### config.mk
export PLATFORM = sky130hd
export DESIGN_NAME = vga_fb_arbiter
export DESIGN_NICKNAME = d
export VERILOG_FILES = /design/src/rtl/vga_fb_pkg.sv /design/src/rtl/vga_fb_arbiter_fill_addr_gen.sv /design/src/rtl/vga_fb_arbiter.sv
export SDC_FILE = /design/constraint.sdc
export NUM_CORES = 1
export LEC_CHECK = 0
export ABC_AREA = 1
export BUFFER_PORTS_ARGS = -buffer_cell sky130_fd_sc_hd__buf_2
export CAP_MARGIN = 20
export CORE_MARGIN = 2
export CORE_UTILIZATION = 50
export CTS_CLUSTER_DIAMETER = 30
export DETAILED_ROUTE_END_ITERATION = 8
export GPL_ROUTABILITY_DRIVEN = 0
export PLACE_DENSITY = 0.75
export SLEW_MARGIN = 10
export SYNTH_ARGS = -nofsm -noshare
export SYNTH_HDL_FRONTEND = slang
export SYNTH_SLANG_ARGS = --single-unit
### constraint.sdc
create_clock -name CLK -period 1.95 [get_ports CLK]
set_clock_uncertainty 0.1 [all_clocks]
set_input_delay 0.39 -clock CLK [delete_from_list [all_inputs] [get_ports CLK]]
set_output_delay 0.39 -clock CLK [all_outputs]
set_load 0.01 [all_outputs]
### src/rtl/vga_fb_pkg.sv
// Shared framebuffer geometry, fill FSM state type and address packing helper.
package vga_fb_pkg;

    localparam int unsigned FB_W = 80;
    localparam int unsigned FB_H = 60;
    localparam int unsigned XW   = 7;
    localparam int unsigned YW   = 6;
    localparam int unsigned AW   = XW + YW;

    typedef enum logic [1:0] {
        StIdle,
        StFill,
        StFin
    } fill_state_t;

    // Framebuffer address is row-major: {y, x}.
    function automatic logic [AW-1:0] fb_addr(input logic [XW-1:0] x, input logic [YW-1:0] y);
        return {y, x};
    endfunction

endpackage

### src/rtl/vga_fb_arbiter_fill_addr_gen.sv
// Row-major x/y scan counter for the rectangle-fill engine.
module fill_addr_gen #(
    parameter int unsigned XW = 7,
    parameter int unsigned YW = 6
) (
    input  logic          CLK,
    input  logic          RST,
    input  logic          load,
    input  logic          advance,
    input  logic [XW-1:0] start_x,
    input  logic [YW-1:0] start_y,
    input  logic [XW-1:0] x0,
    input  logic [XW-1:0] x1,
    input  logic [YW-1:0] y1,
    output logic [XW-1:0] x,
    output logic [YW-1:0] y,
    output logic          last
);

    logic [XW-1:0] x_q;
    logic [YW-1:0] y_q;

    assign last = (x_q == x1) && (y_q == y1);
    assign x    = x_q;
    assign y    = y_q;

    // Load the start corner, then step x with wrap to x0 and carry into y; hold at the last pixel.
    always_ff @(posedge CLK) begin
        if (RST) begin
            x_q <= '0;
            y_q <= '0;
        end else if (load) begin
            x_q <= start_x;
            y_q <= start_y;
        end else if (advance && !last) begin
            if (x_q == x1) begin
                x_q <= x0;
                y_q <= y_q + 1'b1;
            end else begin
                x_q <= x_q + 1'b1;
            end
        end
    end

endmodule

### src/rtl/vga_fb_arbiter.sv
// Framebuffer write-port arbiter: CPU pixel writes always win, the rectangle-fill
// engine uses every free cycle. Optional macro VGA_FILL_CLIP_EN clamps oversized
// x1/y1 to the framebuffer edge instead of rejecting the fill.
module vga_fb_arbiter
    import vga_fb_pkg::*;
#(
    parameter int unsigned FB_W = vga_fb_pkg::FB_W,
    parameter int unsigned FB_H = vga_fb_pkg::FB_H,
    parameter int unsigned XW   = vga_fb_pkg::XW,
    parameter int unsigned YW   = vga_fb_pkg::YW
) (
    input  logic             CLK,
    input  logic             RST,
    input  logic             CPU_WE,
    input  logic [XW+YW-1:0] CPU_WA,
    input  logic [7:0]       CPU_WD,
    input  logic             FILL_START,
    input  logic [XW-1:0]    FILL_X0,
    input  logic [XW-1:0]    FILL_X1,
    input  logic [YW-1:0]    FILL_Y0,
    input  logic [YW-1:0]    FILL_Y1,
    input  logic [7:0]       FILL_COLOR,
    output logic             FB_WE,
    output logic [XW+YW-1:0] FB_WA,
    output logic [7:0]       FB_WD,
    output logic             BUSY,
    output logic             DONE,
    output logic             ERR
);

    localparam logic [XW-1:0] XMAX = XW'(FB_W - 1);
    localparam logic [YW-1:0] YMAX = YW'(FB_H - 1);

    fill_state_t state_q, state_d;

    logic             fb_we_q, fb_we_d;
    logic [XW+YW-1:0] fb_wa_q, fb_wa_d;
    logic [7:0]       fb_wd_q, fb_wd_d;
    logic             busy_q, busy_d;
    logic             done_q, done_d;
    logic             err_q, err_d;

    logic [XW-1:0] x0_q, x1_q;
    logic [YW-1:0] y1_q;
    logic [7:0]    color_q;
    logic          rej_q;

    logic [XW-1:0] x1_eff;
    logic [YW-1:0] y1_eff;
    logic          bad;
    logic          latch_en;
    logic          load;
    logic          advance;
    logic [XW-1:0] cur_x;
    logic [YW-1:0] cur_y;
    logic          last;

    // Validate the requested rectangle, clamping the far corner when clipping is built in.
    always_comb begin
        x1_eff = FILL_X1;
        y1_eff = FILL_Y1;
`ifdef VGA_FILL_CLIP_EN
        if (FILL_X1 > XMAX) x1_eff = XMAX;
        if (FILL_Y1 > YMAX) y1_eff = YMAX;
        bad = (FILL_X0 > x1_eff) || (FILL_Y0 > y1_eff) || (FILL_X0 > XMAX) || (FILL_Y0 > YMAX);
`else
        bad = (FILL_X0 > FILL_X1) || (FILL_Y0 > FILL_Y1) || (FILL_X1 > XMAX) || (FILL_Y1 > YMAX);
`endif
    end

    fill_addr_gen #(
        .XW(XW),
        .YW(YW)
    ) u_addr_gen (
        .CLK     (CLK),
        .RST     (RST),
        .load    (load),
        .advance (advance),
        .start_x (FILL_X0),
        .start_y (FILL_Y0),
        .x0      (x0_q),
        .x1      (x1_q),
        .y1      (y1_q),
        .x       (cur_x),
        .y       (cur_y),
        .last    (last)
    );

    // Next state and next registered outputs; a CPU write pre-empts the fill pixel this cycle.
    always_comb begin
        state_d  = state_q;
        fb_we_d  = CPU_WE;
        fb_wa_d  = CPU_WE ? CPU_WA : fb_wa_q;
        fb_wd_d  = CPU_WE ? CPU_WD : fb_wd_q;
        busy_d   = 1'b0;
        done_d   = 1'b0;
        err_d    = err_q;
        latch_en = 1'b0;
        load     = 1'b0;
        advance  = 1'b0;
        unique case (state_q)
            StIdle: begin
                if (FILL_START) begin
                    latch_en = 1'b1;
                    if (bad) begin
                        state_d = StFin;
                    end else begin
                        err_d   = 1'b0;
                        load    = 1'b1;
                        busy_d  = 1'b1;
                        state_d = StFill;
                    end
                end
            end
            StFill: begin
                busy_d = 1'b1;
                if (!CPU_WE) begin
                    fb_we_d = 1'b1;
                    fb_wa_d = fb_addr(cur_x, cur_y);
                    fb_wd_d = color_q;
                    advance = 1'b1;
                    if (last) state_d = StFin;
                end
            end
            StFin: begin
                done_d  = 1'b1;
                if (rej_q) err_d = 1'b1;
                state_d = StIdle;
            end
            default: state_d = StIdle;
        endcase
    end

    // State and output registers.
    always_ff @(posedge CLK) begin
        if (RST) begin
            state_q <= StIdle;
            fb_we_q <= 1'b0;
            fb_wa_q <= '0;
            fb_wd_q <= '0;
            busy_q  <= 1'b0;
            done_q  <= 1'b0;
            err_q   <= 1'b0;
        end else begin
            state_q <= state_d;
            fb_we_q <= fb_we_d;
            fb_wa_q <= fb_wa_d;
            fb_wd_q <= fb_wd_d;
            busy_q  <= busy_d;
            done_q  <= done_d;
            err_q   <= err_d;
        end
    end

    // Capture bounds and color at an accepted-or-rejected start; later input changes are ignored.
    always_ff @(posedge CLK) begin
        if (RST) begin
            x0_q    <= '0;
            x1_q    <= '0;
            y1_q    <= '0;
            color_q <= '0;
            rej_q   <= 1'b0;
        end else if (latch_en) begin
            x0_q    <= FILL_X0;
            x1_q    <= x1_eff;
            y1_q    <= y1_eff;
            color_q <= FILL_COLOR;
            rej_q   <= bad;
        end
    end

    assign FB_WE = fb_we_q;
    assign FB_WA = fb_wa_q;
    assign FB_WD = fb_wd_q;
    assign BUSY  = busy_q;
    assign DONE  = done_q;
    assign ERR   = err_q;

endmodule
==> summary.md, run 1 <==
| Metric | Value |
|---|---|
| Status | `completed` |
| Via count | `about 3,800` |
| Most common cell on crit path | `nand2_1` |
| IO buf count | `83` |
| Core Rows | `31` |
| CTS buffer count | `9` |
| Crit path largest cell delay | `between 300 and 400 ps` |
| Cell Area, Synth | `roughly 0.0038 mm^2` |
| Die Wd | `90.8 um` |
| Synth Register Bits | `69` |
| Bufs and invs on worst path | `2` |
| Fin crit share | `between 90% and 100%` |
| Post-Syn Area per Cell | `approximately 6.8 um^2` |
| Max IR drop VDD | `around 400 uV` |
| GRT Total Usage | `a little under a quarter` |
| First-pass GRT wire length | `between 15,000 and 20,000 um` |
| I/O pins | `84` |
| Fill count | `678` |
| Pwr/cell area | `between 800 and 900 mW/mm^2` |
| Layout cell share with drive strength beyond 1 | `24.1%` |
| Fmax | `562 MHz` |
| Level count of the clock H-tree | `3` |
| Worst slew margin | `between 70% and 80%` |
| Worst EP required | `around 2100 ps` |
| CP Launch Type | `flip-flop` |
| Clock Tree Root | `clkbuf_8` |
| Non-Filler Instances | `about 760` |
| DP HPWL | `7140 um` |
| Die area | `slightly above 0.008 mm^2` |
| Starting DRT DRC Count | `~310` |
| Starting Density | `between 50% and 60%` |
| Yosys cell types | `32` |
| Worst-margin pin slew | `350 ps` |
| Dominant cell type by area after synthesis | `dfxtp_1` |
| Pleak | `0.00233 uW` |
| Yosys warnings | `0` |
| Vias in the first global route | `approximately 3,500` |
| Post-synth net total | `628` |
| Nets | `732` |
| Initial antenna violation count | `0` |
| Area growth from synthesis to layout | `23.8%` |
| Post-synth top area share | `a little under two fifths` |
| Hold Violations, Final | `0` |
| CP Class | `flip-flop to flip-flop` |
| Crit Path Max Fanout | `14` |
| Worst-Skew Late Latency | `about 340 ps` |
| CTS clk-pin slew, worst paths | `70 ps` |
| Crit path DAT | `1920 ps` |
| N_diodes | `0` |
| Minimum clock period | `around 1800 ps` |
| Register area share after synthesis | `between 30% and 40%` |
| CTS Buffer Depth | `2` |
| Worst setup EP type | `flip-flop` |
| Core box area | `0.00725 mm^2` |
| Max-cap violation count | `0` |
| Worst Hold Class | `input port to flip-flop` |
| Post-Route Setup TNS | `0 ps` |
| RSZ-0062 raised after global routing | `false` |
| CTS tree | `yes` |
| Post-route DRC | `0` |
| Vias/cell | `approximately 5.0` |
| Remaining Overflow, GRT | `0` |
| CTS Sinks | `69` |
| Die H | `between 90 and 100 um` |
| Power after layout | `3740 uW` |
| Mapped Cells | `approximately 550` |
| Post-DRT Antenna Nets | `0` |
| Final wirelength | `about 9500 um` |
| Pre-antenna DRT Iters | `6` |
| Routed len/inst | `approximately 12 um` |
| Post-CTS Setup Bufs | `0` |
| Post-Place Cells | `~750` |
| Setup Viol. Count Final | `0` |
| FF+latch area | `roughly 0.0014 mm^2` |
| Hold_ws | `about 200 ps` |
| Multi-input logic area | `0.00201 mm^2` |
| Crit-path leading delay family | `simple AND/OR/NAND/NOR gates` |
| Largest net degree at the start of global routing | `40` |
| CP Cell Sequence | `inv_1, nand2_1, nand2_1, nand2_1, nor2_4, nand2_4, inv_2, nand3_4, nand2_2, nand2_1, nor2_1, nor2_1` |
| Slowest-stage cell, CP | `dfxtp_1` |
| Max Slew Vio Count | `0` |
| Most area-consuming cells after synthesis | `dfxtp_1 37%, nand2_1 17%, nor2_1 5.7%` |
| # hold bufs at CTS | `0` |
[layout by cell type, fill, tap and decap left out, types with 2 or more instances in the layout]
| cell type | count |
|---|---|
| clkbuf_8 | 10 |
| nor2_4 | 5 |
| a31oi_1 | 21 |
| nand2_4 | 2 |
| o21ai_1 | 4 |
| clkbuf_1 | 3 |
| nand2_1 | 171 |
| a21oi_1 | 27 |
| nand3b_1 | 2 |
| clkinvlp_4 | 2 |
| ha_1 | 15 |
| inv_1 | 54 |
| o21ai_0 | 31 |
| buf_4 | 37 |
| buf_2 | 83 |
| nand2_2 | 4 |
| nand3_4 | 2 |
| dfxtp_1 | 68 |
| nor2_2 | 2 |
| nand3_1 | 21 |
| xor2_1 | 10 |
| nand4_1 | 17 |
| inv_2 | 6 |
| nor2_1 | 56 |
[what timing repair did]
action	4_1_cts	5_1_grt
setup endpoints to repair	0	5
gates resized for setup	0	3
endpoints found under the hold margin	0	0
[worst reg2reg max path: stages (launching register included)]
cell and delay, ps:
dfxtp_1 370, inv_1 130, nand2_1 60, nand2_1 50, nand2_1 90, nor2_4 160, nand2_4 140, inv_2 150
nand3_4 120, nand2_2 110, nand2_1 60, nor2_1 80, nor2_1 40
[report_power, final]
group	switching, uW	internal (uW)	total [uW]
logic	572	375	947
clock network	524	628	1150
registers	96.0	1540	1640
total	1190	2550	3740
[final timing paths]
check / startpoint / end / slack [ps] / depth (start not counted)
setup / recovery: u_addr_gen.x[0]$_SDFFE_PP0P_ / u_addr_gen.y[1]$_SDFFE_PP0P_ / 170 / 12
hold / removal: FILL_COLOR[0] / color_q[0]$_SDFFE_PP0P_ / 200 / 3
setup reg to reg: u_addr_gen.x[0]$_SDFFE_PP0P_ / u_addr_gen.y[1]$_SDFFE_PP0P_ / 170 / 12
hold reg to reg: x0_q[3]$_SDFFE_PP0P_ / x0_q[3]$_SDFFE_PP0P_ / 360 / 2
[sequential cells by signal, summed over array words and instances (netlist names)]
signal / flops
FB_WE: 1
color_q: 8
rej_q: 1
x0_q: 7
DONE: 1
ERR: 1
FB_WA: 13
u_addr_gen.x: 7
y1_q: 6
x1_q: 7
state_q: 2
BUSY: 1
FB_WD: 8
u_addr_gen.y: 6
[through the flow]
step | setup WS [ps] | utilization [%] | cell area (um^2)
2_1_floorplan | 90.0 | - | 3760
3_3_place_gp | -48.6 | 61.4 | 4450
3_5_place_dp | -137 | 61.4 | 4450
4_1_cts | 142 | 64.1 | 4650
5_1_grt | 16.5 | 64.2 | 4660
6_report | 170 | 64.2 | 4660
[cell families (layout without fill, tap and decap cells)]
logic type | Yosys count | after routing | synth area share [%]
xor gates and xnor gates | 11 | 11 | 2.56
adders and majority gates | 15 | 15 | 4.99
and+or+nand+nor | 283 | 283 | 33.0
DFF | 69 | 69 | 36.7
buffers and inverters | 90 | 199 | 10.1
AOI/OAI and AO/OA | 86 | 86 | 12.7
[cell usage after synthesis (all sizes together)]
cell and count:
a21oi 27, nand3 23, clkbuf 17, nand2 177, nand3b 2, clkinv 2, ha 15, buf 11
inv 60, a31oi 21, a21boi 1, dfxtp 69, xnor2 1, xor2 10, nor2 63, nand4 18
o21ai 36, o211ai 1
[cell type report]
class	instances	share of cell area (%)
clock buffer	13	3.20
multi-input combinational	395	43.2
tap	99	2.66
sequential	69	29.7
clock inverter	3	0.967
timing repair buffer	121	15.3
inverter	62	5.02
[layer usage]
layer	GRT usage, %	vias to the layer above	part of all wire (%)
li1	-	1974	-
met1	32.0	1703	48
met2	38.0	124	45
met3	5.26	15	6.2
met4	7.69	0	1.3
met5	0	-	0
No activity file was read; power rests on OpenSTA's default activity.
==> inputs of run 2 (changes only) <==
Settings changed: CORE_ASPECT_RATIO from default to 0.5.
==> run 2 against run 1 <==
Net effect:
- global-route usage increased by 0.44 points
- combinational power hardly changed
- critical path type is now input port to flip-flop
- register-to-register slack improved by 50 ps
- wire length is 0.25% higher
- sequential share of layout area fell by 0.84 points
- largest power group is now clock
- hold slack improved by 6.6 ps
- flip-flop and latch count did not move
- die area is 0.51% higher
- sequential power about the same
==> summary.md, run 2 (same netlist as run 1, synthesis figures left out) <==
| Metric | Value |
|---|---|
| Status | `completed` |
| Pwr/cell area | `between 800 and 900 mW/mm^2` |
| First-pass GRT wire length | `between 15,000 and 20,000 um` |
| GRT Total Usage | `between 20% and 30%` |
| Minimum clock period | `1750 ps` |
| Vias in the first global route | `approximately 3,500` |
| IO buf count | `83` |
| PostCTS Resize Cnt | `0` |
| Max reg flops | `13` |
| Worst-Skew Late Latency | `340 ps` |
| Crit path DAT | `~1900 ps` |
| Worst hold stages | `3` |
| Worst Hold Class | `input port to flip-flop` |
| Area growth from synthesis to layout | `27.3%` |
| Max IR drop VDD | `~450 uV` |
| Layout cell share with drive strength beyond 1 | `24.7%` |
| Post-route DRC | `0` |
| Hold Violations, Final | `0` |
| Slack of the critical path | `about 200 ps` |
| Worst slew margin | `roughly three quarters` |
| CTS tree | `yes` |
| Fmax | `between 500 and 600 MHz` |
| NetSw | `around 1300 uW` |
| Flop pwr share | `a little under two fifths` |
| Internal power | `around 3000 uW` |
| Level count of the clock H-tree | `3` |
| Power after layout | `between 4000 and 5000 uW` |
| Max Slew Vio Count | `0` |
| DP HPWL | `roughly 7000 um` |
| Nets | `approximately 740` |
| Reg2reg start | `u_addr_gen.y[3]$_SDFFE_PP0P_` |
| Util after Layout | `between 60% and 70%` |
| CTS clk-pin slew, worst paths | `60 ps` |
| Routed len/inst | `between 10 and 15 um` |
| CP Launch Type | `input port` |
| Place WS | `-135 ps` |
| Clock Tree Root | `clkbuf_16` |
| Sw Ratio | `a little under a third` |
| N_diodes | `0` |
| RSZ-0062 raised after global routing | `false` |
| CTS Buffer Depth | `2` |
| Via count | `between 3,000 and 4,000` |
| Post-Place Cells | `about 750` |
| Core Rows | `22` |
| Die H | `65.4 um` |
| Pre-antenna DRT Iters | `4` |
| Comb power frac | `22.2%` |
| Initial antenna violation count | `0` |
| Remaining Overflow, GRT | `0` |
| Core box area | `~0.0073 mm^2` |
| Vias/cell | `between 4 and 5` |
| Setup Viol. Count Final | `0` |
| Non-Filler Instances | `763` |
| # hold bufs at CTS | `0` |
| HP Start | `FILL_COLOR[3]` |
| Commonest cells after routing, fill and taps aside | `171 x nand2_1, 83 x buf_2, 69 x dfxtp_1` |
| Worst-margin pin slew | `365 ps` |
| Most common cell after layout, fill and taps aside | `nand2_1` |
| Post-CTS Setup Bufs | `0` |
| Pleak | `approximately 0.0024 uW` |
| FF+latch area | `0.00138 mm^2` |
| Fill count | `665` |
| Multi-input logic area | `around 0.002 mm^2` |
| Die Wd | `127 um` |
| Post-DRT Antenna Nets | `0` |
| I/O pins | `84` |
| Worst Setup SP | `FILL_X0[6]` |
| Die area | `approximately 0.0083 mm^2` |
| Starting Density | `51.4%` |
| Final wirelength | `9500 um` |
| Crit Path Max Fanout | `26` |
| Largest net degree at the start of global routing | `40` |
| CP Class | `input port to flip-flop` |
| CTS Sinks | `~70` |
| Worst setup EP type | `flip-flop` |
| CTS buffer count | `9` |
| Fin crit share | `89.6%` |
| Max-cap violation count | `0` |
| Clock Power Share | `roughly two fifths` |
| Worst R2R Path Depth | `11` |
| Starting DRT DRC Count | `210` |
| Worst EP required | `2090 ps` |
==> run 2: cell types whose count changed in the layout (fill, tap and decap cells not counted), moves of 2 or more <==
cell	previous run	this run
clkbuf_8	10	1
buf_4	37	41
clkinv_4	0	2
clkbuf_16	0	9
clkbuf_1	3	0
==> run 2: stage by stage <==
| step | setup TNS (ps) | instance area, um^2 | hold WS (ps) |
|---|---|---|---|
| final | 0 | 4790 | 207 |
| after floorplan | 0 | 3760 | 330 |
| after detailed placement | -1600 | 4480 | 347 |
| after CTS | 0 | 4790 | 201 |
| after global routing | 0 | 4790 | 206 |
| after global placement | -779 | 4480 | 349 |
==> run 2: power groups by stage <==
stage	clock network, uW	logic (uW)	registers [uW]
after detailed placement	0	943	1670
after global routing	1760	1080	1650
after floorplan	0	642	1660
after global placement	0	929	1660
after CTS	1710	953	1640
final	1680	949	1640
==> run 2: cell type report <==
type | count | share of cell area, %
clock buffers | 10 | 4.99
clock inverters | 6 | 1.49
well taps | 96 | 2.51
multi-input cells | 395 | 41.8
repair buffers | 125 | 15.5
flip-flops and latches | 69 | 28.8
inverters | 62 | 4.88
==> run 2: path summary, 6_finish.rpt <==
path | endpoint | slack [ps]
worst max-delay path | u_addr_gen.x[3]$_SDFFE_PP0P_ | 200
worst min-delay path | color_q[3]$_SDFFE_PP0P_ | 210
worst max register to register | u_addr_gen.x[0]$_SDFFE_PP0P_ | 220
worst min register to register | x0_q[5]$_SDFFE_PP0P_ | 360
==> run 2: layer usage <==
metal  track usage (%)  vias to the layer above  wire (um)
met4              8.93                        0        135
met1              30.5                     1679       4430
met3              7.08                       14        643
li1                  -                     1990          -
met5                 0                        -          0
met2              40.3                      106       4300
==> run 2: worst max-delay path, cell delays in order <==
cell and delay, ps:
buf_2 120, ha_1 300, nand2_1 90, inv_1 40
a21oi_1 170, nand2_1 90, nand2_2 100, nand4_4 90
buf_12 180, nand2_4 70, clkinv_2 80, nor2_1 110
nor2_1 40
==> inputs of run 3 (changes only) <==
Settings changed: CORE_ASPECT_RATIO 0.5 to 1.1.
==> run 3 against run 2 <==
Net effect:
- via count increased by 1.3%
- global-route usage is 0.51 points lower
- hold slack got worse by 9.8 ps
- fmax increased by 0.52%
- first-iteration DRC count fell by 4.3%
- combinational power grew 0.5%
- non-clock buffer count fell by 5
- clock power shrank 25%
- clock-buffer cell count stayed put
- final cell count is 1.8% lower
- flip-flop and latch count unchanged
- critical path type is now flip-flop to flip-flop
- critical endpoint is now u_addr_gen.y[1]$_SDFFE_PP0P_
- largest cell class unchanged
==> summary.md, run 3 (same netlist as run 1, synthesis figures left out) <==
| Metric | Value |
|---|---|
| First-pass GRT wire length | `15,600 um` |
| Worst-margin pin slew | `between 300 and 400 ps` |
| Clock Power Share | `approximately 33%` |
| CP Class | `flip-flop to flip-flop` |
| Crit Path Max Fanout | `14` |
| Max reg flops | `13` |
| Place WS | `-138 ps` |
| Post-DRT Antenna Nets | `0` |
| Minimum clock period | `roughly 1700 ps` |
| Commonest cells after routing, fill and taps aside | `171 x nand2_1, 83 x buf_2, 68 x dfxtp_1` |
| Crit path DAT | `roughly 1900 ps` |
| Initial antenna violation count | `0` |
| CTS tree | `yes` |
| HP Start | `FILL_COLOR[6]` |
| Flop pwr share | `between 40% and 50%` |
| Vias in the first global route | `approximately 3,400` |
| RSZ-0062 raised after global routing | `false` |
| Worst setup EP type | `flip-flop` |
| Fin crit share | `between 80% and 90%` |
| Die Wd | `86.7 um` |
| Status | `completed` |
| Remaining Overflow, GRT | `0` |
| Most common cell after layout, fill and taps aside | `nand2_1` |
| Worst Hold Class | `input port to flip-flop` |
| Die H | `about 95 um` |
| Starting DRT DRC Count | `between 200 and 250` |
| Pwr/cell area | `a little over 800 mW/mm^2` |
| Slack of the critical path | `~210 ps` |
| Comb power frac | `~25%` |
| Die area | `0.00824 mm^2` |
| CP Launch Type | `flip-flop` |
| Worst slew margin | `between 70% and 80%` |
| Pre-antenna DRT Iters | `5` |
| Worst hold endpoint | `color_q[6]$_SDFFE_PP0P_` |
| Vias/cell | `~5` |
| Via count | `around 3,800` |
| Layout cell share with drive strength beyond 1 | `approximately a quarter` |
| Reg2reg start | `u_addr_gen.x[0]$_SDFFE_PP0P_` |
| IO buf count | `83` |
| Multi-input logic area | `about 0.0020 mm^2` |
| GRT Total Usage | `between 20% and 30%` |
| CTS Buffer Depth | `2` |
| Worst reg2reg endpoint | `u_addr_gen.y[1]$_SDFFE_PP0P_` |
| Core Rows | `33` |
| Post-CTS Setup Bufs | `0` |
| Setup Viol. Count Final | `0` |
| DP HPWL | `approximately 7100 um` |
| Clock Tree Root | `clkbuf_8` |
| Hold Violations, Final | `0` |
| N_diodes | `0` |
| Fmax | `roughly 580 MHz` |
| FF+latch area | `0.00138 mm^2` |
| Worst R2R Setup Slack | `approximately 210 ps` |
| Level count of the clock H-tree | `3` |
| Nets | `about 730` |
| Worst EP required | `between 2000 and 2500 ps` |
| Starting Density | `50.9%` |
| Util after Layout | `between 60% and 70%` |
| Internal power | `2640 uW` |
| CTS buffer count | `9` |
| Max Slew Vio Count | `0` |
| Post-Place Cells | `approximately 730` |
| Largest net degree at the start of global routing | `40` |
| Sw Ratio | `roughly a third` |
| CTS clk-pin slew, worst paths | `~70 ps` |
| Final wirelength | `between 9000 and 10,000 um` |
| Worst-Skew Late Latency | `340 ps` |
| Routed len/inst | `approximately 13 um` |
| Max-cap violation count | `0` |
| CTS Sinks | `69` |
| Max IR drop VDD | `about 440 uV` |
| Post-route DRC | `0` |
| Worst hold stages | `3` |
| Worst R2R Path Depth | `11` |
| Pleak | `approximately 0.0023 uW` |
| NetSw | `~1200 uW` |
| Core box area | `0.00739 mm^2` |
| Non-Filler Instances | `approximately 750` |
| Area growth from synthesis to layout | `23.8%` |
| I/O pins | `84` |
| Fill count | `673` |
-- run 3: worst max path at each step --
stage / start / end / slack (ps)
after floorplan: FILL_X1[6] / u_addr_gen.x[6]$_SDFFE_PP0P_ / 90
after global placement: FILL_X1[6] / u_addr_gen.x[6]$_SDFFE_PP0P_ / -50
after detailed placement: FILL_Y0[5] / u_addr_gen.x[1]$_SDFFE_PP0P_ / -140
after CTS: u_addr_gen.x[2]$_SDFFE_PP0P_ / u_addr_gen.y[1]$_SDFFE_PP0P_ / 130
after global routing: u_addr_gen.y[0]$_SDFFE_PP0P_ / u_addr_gen.x[0]$_SDFFE_PP0P_ / 10
final: u_addr_gen.x[0]$_SDFFE_PP0P_ / u_addr_gen.y[1]$_SDFFE_PP0P_ / 210
-- run 3: power by group through the flow --
stage               Sequential, uW  Combinational, uW  Clock [uW]
finish                        1640                954        1260
global route                  1650               1080        1330
CTS                           1630                945        1280
detailed placement            1670                938           0
global placement              1660                913           0
floorplan                     1660                642           0
-- run 3: critical path: stages (launching register included) --
cell and delay (ps):
dfxtp_1 450, nand2_1 80, nand2_1 70, nand2_1 80
nor2_4 160, nand2_4 140, inv_2 140, nand3_4 120
nand2_2 110, nand2_1 60, nor2_1 90, nor2_1 40
-- run 3: metal layers --
layer  vias to the layer above  track usage (%)  share of wire (%)
met2                       137             37.9                 45
met5                         -                0                  0
met3                        21             3.93                7.0
li1                       1983                -                  -
met4                         0             10.2                2.4
met1                      1698             31.6                 46
-- run 3: area by class of cell --
cell class | count | area share [%]
multi-input cells | 395 | 43.2
flip-flops and latches | 69 | 29.7
inverters | 62 | 5.02
repair buffers | 120 | 15.1
clock inverters | 6 | 1.88
clock buffers | 10 | 2.74
well taps | 87 | 2.34
-- run 3: per-stage QoR --
step	instance area, um^2	power (uW)	hold slack (ps)	setup TNS (ps)
6_report	4660	3850	197	0
5_1_grt	4660	4060	205	0
4_1_cts	4650	3860	193	0
3_5_place_dp	4430	2600	348	-1500
3_3_place_gp	4430	2570	343	-352
2_1_floorplan	3760	2300	330	0
-- run 3: repair_timing --
action,in CTS,in global routing
hold buffers,0,0
resized for setup,0,4
setup endpoints to repair,0,6
hold endpoints to repair,0,0
